[src/rtl/wb_regfile_pkg.sv]
// ---------------------------------------------------------------------------
// wb_regfile_pkg
// Shared pipeline package for the writeback / register-file slice.
//   WORD_W    : default data word width
//   REG_AW    : default register address width (2**REG_AW registers)
//   NOP_INSTR : encoding of a pipeline bubble in the writeback stage
//   isBubble  : helper that recognises a bubble instruction
// ---------------------------------------------------------------------------
package wb_regfile_pkg;

   localparam int          WORD_W    = 32;
   localparam int          REG_AW    = 5;
   localparam logic [31:0] NOP_INSTR = 32'h0;

   function automatic logic isBubble(input logic [31:0] instr);
      return (instr == NOP_INSTR);
   endfunction

endpackage

[src/rtl/wb_regfile_array.sv]
// ---------------------------------------------------------------------------
// wb_regfile_array
// Register storage with one synchronous write port and two raw
// combinational read ports. Reads return the stored contents only; the
// zero-register and bypass rules are applied by the parent.
// Ports:
//   clock, reset_n          : rising-edge clock, async active-low clear
//   writeEn/Addr/Data       : write port, takes effect on the clock edge
//   readAddrA/readDataA     : raw read port A
//   readAddrB/readDataB     : raw read port B
// ---------------------------------------------------------------------------
module wb_regfile_array
#(
   parameter int WORD_W = wb_regfile_pkg::WORD_W,
   parameter int REG_AW = wb_regfile_pkg::REG_AW
)
(
   input  logic              clock,
   input  logic              reset_n,
   input  logic              writeEn,
   input  logic [REG_AW-1:0] writeAddr,
   input  logic [WORD_W-1:0] writeData,
   input  logic [REG_AW-1:0] readAddrA,
   output logic [WORD_W-1:0] readDataA,
   input  logic [REG_AW-1:0] readAddrB,
   output logic [WORD_W-1:0] readDataB
);

   localparam int NUM_REGS = 2 ** REG_AW;

   logic [WORD_W-1:0] regs [NUM_REGS];

   // Register 0 is cleared on reset like every other entry and is never
   // written afterwards, so a raw read of it always yields zero.
   always_ff @(posedge clock or negedge reset_n) begin
      if (!reset_n) begin
         regs <= '{default: '0};
      end else if (writeEn && (writeAddr != '0)) begin
         regs[writeAddr] <= writeData;
      end
   end

   assign readDataA = regs[readAddrA];
   assign readDataB = regs[readAddrB];

endmodule

[src/rtl/wb_regfile.sv]
// ---------------------------------------------------------------------------
// wb_regfile
// Writeback stage plus register file. Selects the writeback value, commits
// it to the array, forwards it to the decode read ports in the same cycle
// (write-before-read) and counts retired non-bubble instructions.
// Ports:
//   clock, reset_n             : rising-edge clock, async active-low reset
//   enable                     : writeback-stage enable, gates all updates
//   iInstr                     : instruction in writeback (0 = bubble)
//   iRegWrite, iMemToReg       : writeback controls
//   iouputData, iALUResult     : memory read data / ALU result
//   iwriteRegWire              : destination register
//   rs_addr, rt_addr           : decode read addresses
//   rs_data, rt_data           : decode read data (bypassed)
//   wb_data                    : selected writeback value
//   wb_we                      : register write commits this cycle
//   retire_count               : retired non-bubble instruction count
// ---------------------------------------------------------------------------
module wb_regfile
#(
   parameter int WORD_W = wb_regfile_pkg::WORD_W,
   parameter int REG_AW = wb_regfile_pkg::REG_AW
)
(
   input  logic              clock,
   input  logic              reset_n,
   input  logic              enable,
   input  logic [31:0]       iInstr,
   input  logic              iRegWrite,
   input  logic              iMemToReg,
   input  logic [WORD_W-1:0] iouputData,
   input  logic [WORD_W-1:0] iALUResult,
   input  logic [REG_AW-1:0] iwriteRegWire,
   input  logic [REG_AW-1:0] rs_addr,
   input  logic [REG_AW-1:0] rt_addr,
   output logic [WORD_W-1:0] rs_data,
   output logic [WORD_W-1:0] rt_data,
   output logic [WORD_W-1:0] wb_data,
   output logic              wb_we,
   output logic [31:0]       retire_count
);

   import wb_regfile_pkg::*;

   logic [WORD_W-1:0] arrRsData;
   logic [WORD_W-1:0] arrRtData;
   logic [31:0]       retireCount;

   // A known-0 select picks the ALU result cleanly, so an unknown load
   // value cannot leak into the array on ALU writebacks.
   assign wb_data = iMemToReg ? iouputData : iALUResult;

   // Writes to register 0 are dropped here, which also keeps them out of
   // the bypass path. Reset deliberately does not gate this term.
   assign wb_we = enable & iRegWrite & (iwriteRegWire != '0);

   wb_regfile_array #(
      .WORD_W (WORD_W),
      .REG_AW (REG_AW)
   ) u_array (
      .clock     (clock),
      .reset_n   (reset_n),
      .writeEn   (wb_we),
      .writeAddr (iwriteRegWire),
      .writeData (wb_data),
      .readAddrA (rs_addr),
      .readDataA (arrRsData),
      .readAddrB (rt_addr),
      .readDataB (arrRtData)
   );

   // Each port bypasses independently when it reads the register being
   // written this cycle.
   always_comb begin
      rs_data = arrRsData;
      if (rs_addr == '0) begin
         rs_data = '0;
      end else if (wb_we && (rs_addr == iwriteRegWire)) begin
         rs_data = wb_data;
      end
   end

   always_comb begin
      rt_data = arrRtData;
      if (rt_addr == '0) begin
         rt_data = '0;
      end else if (wb_we && (rt_addr == iwriteRegWire)) begin
         rt_data = wb_data;
      end
   end

   // Counts every non-bubble instruction leaving writeback, whether or not
   // it writes a register; wraps silently.
   always_ff @(posedge clock or negedge reset_n) begin
      if (!reset_n) begin
         retireCount <= '0;
      end else if (enable && !isBubble(iInstr)) begin
         retireCount <= retireCount + 32'd1;
      end
   end

   assign retire_count = retireCount;

endmodule

[config.mk]
export PLATFORM = sky130hd
export DESIGN_NAME = wb_regfile
export DESIGN_NICKNAME = d
export VERILOG_FILES = /design/src/rtl/wb_regfile_pkg.sv /design/src/rtl/wb_regfile_array.sv /design/src/rtl/wb_regfile.sv
export SDC_FILE = /design/constraint.sdc
export NUM_CORES = 2
export LEC_CHECK = 0
export ABC_AREA = 1
export CAP_MARGIN = 20
export CORE_ASPECT_RATIO = 1.2
export CORE_MARGIN = 4
export CORE_UTILIZATION = 50
export DETAILED_ROUTE_END_ITERATION = 10
export MAX_ROUTING_LAYER = met4
export PLACE_DENSITY = 0.76
export RECOVER_POWER = 50
export SYNTH_ARGS = -nofsm -noshare
export SYNTH_HDL_FRONTEND = slang
export SYNTH_SLANG_ARGS = --single-unit
[constraint.sdc]
create_clock -name clock -period 3.8 [get_ports clock]
set_input_delay 0.38 -clock clock [delete_from_list [all_inputs] [get_ports clock]]
set_output_delay 0.38 -clock clock [all_outputs]
set_load 0.02 [all_outputs]
==> impl_metrics.env <==
export IMPL_status="complete, but fails checks"
export IMPL_violations="max-capacitance violations, max-slew violations"
export IMPL_avgSynthCellArea_sq_um=7.252
export IMPL_cts_clk_slew_worst_paths_ns=0.06
export IMPL_reg2reg_depth=8
export IMPL_synthArstFlopShare_pct=100.0
export IMPL_power_density_mw_per_mm2=492.5
export IMPL_synth_ff_type="dfrtp_1"
export IMPL_grt_total_usage_pct=36.72
export IMPL_worstHoldStart="u_array.regs[1007]"
export IMPL_multi_input_area_sq_mm=0.02754
export IMPL_period_share_pct=93.64
export IMPL_gp_congestion=0.9058
export IMPL_coreArea_sq_mm=0.1197
export IMPL_finalWorstSetupSlack_ns=0.2417
export IMPL_syn_inst=8310
export IMPL_layout_drive_gt1_share_pct=6.299
export IMPL_dp_hpwl_um=133100
export IMPL_tritoncts="done"
export IMPL_holdPathEnd="u_array.regs[1007]"
export IMPL_routed_wl_um=232700
export IMPL_antenna_found_initial=9
export IMPL_final_util_pct=56.71
export IMPL_htree_levels=3
export IMPL_clk_latency_ns=0.74
export IMPL_cpMaxStageDelayCell="clkdlybuf4s50_1"
export IMPL_clockRootBuffer="clkbuf_16"
export IMPL_via_per_inst=6.297
export IMPL_p_leak_nw=30.16
export IMPL_syn_area_sq_mm=0.06027
export IMPL_ir_drop_mv=0.4073
export IMPL_hold_ws_ns=0.3877
export IMPL_cp_num_cells=10
export IMPL_cts_repair_resized=0
export IMPL_finalHoldViolCount=0
export IMPL_dp_slack_ns=0.3086
export IMPL_r2r_setup_slack_ns=1.86
export IMPL_grt_pass1_wl_um=348800
export IMPL_chipWidth_um=324.9
export IMPL_worstPathCellList="clkdlybuf4s50_1 -> nor3_4 -> nand2_1 -> nand2_1 -> inv_6 -> nand2_4 -> buf_4 -> o21ai_0 -> nor2_1 -> clkdlybuf4s50_1"
export IMPL_rr_startpoint="retire_count[1]"
export IMPL_cts_setup_buffers=0
export IMPL_synth_seq_area_share_pct=43.85
export IMPL_path_buf_inv=4
export IMPL_cp_start_kind="input pin"
export IMPL_hold_depth=0
export IMPL_via_count=61591
export IMPL_grt_start_max_net_pins=138
export IMPL_slew_headroom_pct=-24.30
export IMPL_grt_overflow_total=0
export IMPL_antenna_left=0
export IMPL_firstDrtPassIters=9
export IMPL_min_period_ns=3.558
export IMPL_num_rows=139
export IMPL_nFillCells=10833
export IMPL_grt_pass1_vias=57810
export IMPL_timing_fmax_ghz=0.2810
export IMPL_crit_fanout=15
export IMPL_grt_setup_unrepaired="no"
export IMPL_start_util_pct=50.37
export IMPL_crit_type="input pin to output port"
export IMPL_seq_area_sq_mm=0.02643
export IMPL_finClkSkew_ns=0.02493
export IMPL_ys_ff_latch=1056
export IMPL_critPathMaxStageDelay_ns=0.67
export IMPL_arrival_ns=3.18
export IMPL_tightest_slew_ns=1.865
export IMPL_synthesis_nets=8427
export IMPL_wl_per_cell_um=23.79
export IMPL_die_area_sq_mm=0.1262
export IMPL_yosysWarnings=0
export IMPL_hold_path_class="flop to flop"
export IMPL_numCtsBuffers=109
export IMPL_ys_types=40
export IMPL_drv_slew=79
export IMPL_fin_setup_tns_ns=0
export IMPL_r2r_end="retire_count[16]"
export IMPL_placed_cells=9571
export IMPL_setup_viol=0
export IMPL_crit_family="buffers and inverters"
export IMPL_die_y_um=388.3
export IMPL_syn2layout_area_growth_pct=12.60
export IMPL_synth_edf_count=0
export IMPL_drtIter0Drc=9660
export IMPL_cts_sinks=1056
export IMPL_instances_no_fill=9781
export IMPL_endpoint_kind="output port"
export IMPL_portBuffers=244
export IMPL_drc_errors=0
export IMPL_io_pins=245
export IMPL_critPathRequiredTime_ns=3.42
export IMPL_cts_path_max_buffers=3
export IMPL_nNetsFinal=8249
export IMPL_maxCapViolCount=2
==> per-layer routing <==
layer | track usage [%] | part of all wire, % | up-vias | routed length [um]
met1 | 46.16 | 37 | 28582 | 85060
met3 | 12.03 | 15 | 1025 | 35830
met4 | 19.67 | 6.2 | 0 | 14540
met2 | 52.68 | 42 | 4699 | 97230
li1 | - | - | 27285 | -
met5 | - | 0 | - | 0
==> final cells by class <==
cell class / count / area share (%)
clock buffers: 155 / 4.646
flip-flops and latches: 1056 / 38.94
diodes: 7 / 0.02581
repair buffers: 485 / 7.620
multi-input cells: 5696 / 40.58
inverters: 784 / 4.401
well taps: 1551 / 2.860
clock inverters: 47 / 0.9293
==> logic make-up (layout without fill, tap and decap cells) <==
logic type,Yosys count,in the layout,synth area share (%)
AO/OA/AOI/OAI,2386,2386,21.88
adder cells (fa/ha/maj),1,1,0.02076
flip-flops,1056,1056,43.85
buffers and inverters,1558,1471,10.53
AND/OR/NAND/NOR,3275,3275,23.23
other,0,7,0
XOR/XNOR,34,34,0.4941
==> cells in the final DEF (no fill, tap or decap), drive strengths merged <==
cell type         n
a211oi            1
a21boi            2
a21oi           650
and3              1
buf             242
bufinv           14
clkbuf          172
clkdlybuf4s50   224
clkinv           33
clkinvlp          3
dfrtp          1056
diode             7
dlygate4sd3       2
ha                1
inv             781
nand2          1852
nand3          1015
nand4             6
nor2            366
nor3             24
nor3b             1
nor4              2
o211ai          491
o21ai          1242
or2               8
xnor2            15
xor2             19
==> worst max path at each step <==
stage	startpoint	to
after floorplan	rt_addr[0]	rt_data[25]
after global placement	iwriteRegWire[3]	rs_data[4]
after detailed placement	iwriteRegWire[3]	rs_data[8]
after CTS	iwriteRegWire[3]	rs_data[8]
after global routing	iwriteRegWire[3]	rs_data[4]
final	iwriteRegWire[3]	rs_data[1]
==> repair_timing <==
action                                  4_1_cts  5_1_grt
hold buffers                                  1        0
endpoints found under the setup margin        0        0
endpoints found under the hold margin        41        0
==> cells in the mapped netlist, types with 2 or more instances <==
| master | number | area [sq um] |
|---|---|---|
| clkbuf_1 | 352 | 1321 |
| nand4_1 | 6 | 37.54 |
| buf_1 | 87 | 326.6 |
| nor2_2 | 8 | 50.05 |
| o21ai_1 | 59 | 295.3 |
| buf_2 | 301 | 1506 |
| inv_1 | 754 | 2830 |
| or2_2 | 8 | 50.05 |
| nand3_2 | 7 | 70.07 |
| nand2_8 | 3 | 60.06 |
| nor2_4 | 16 | 180.2 |
| nand3_1 | 1008 | 5045 |
| xnor2_1 | 15 | 131.4 |
| buf_4 | 26 | 195.2 |
| a21oi_1 | 650 | 3253 |
| nand2_1 | 1846 | 6929 |
| inv_2 | 25 | 93.84 |
| xor2_1 | 19 | 166.4 |
| a21boi_0 | 2 | 15.01 |
| nor2_8 | 5 | 100.1 |
| clkinv_1 | 4 | 15.01 |
| nor2_1 | 337 | 1265 |
| nand2_4 | 2 | 22.52 |
| nor3_1 | 21 | 105.1 |
| o211ai_1 | 491 | 3686 |
| dfrtp_1 | 1056 | 26430 |
| o21ai_2 | 3 | 26.28 |
| nor3_2 | 2 | 20.02 |
| o21ai_0 | 1180 | 5906 |
| clkbuf_2 | 7 | 35.03 |
==> registers in the layout (all words and copies together) (netlist names) <==
name          count
retire_count     32
u_array.regs   1024
==> power by group <==
part | total, W | switching (W) | internal (W)
Combinational | 0.00754 | 0.00494 | 0.00259
Clock | 0.0115 | 0.00479 | 0.00671
Sequential | 0.0144 | 0.00106 | 0.0133
Total | 0.0334 | 0.0108 | 0.0226
==> through the flow <==
stage	area (sq um)	total power, W
after CTS	67960	0.03327
after floorplan	60270	0.01920
after global placement	64170	0.02155
after detailed placement	64170	0.02185
final	67860	0.03342
after global routing	67860	0.03494
No activity file was read; power rests on OpenSTA's default activity.
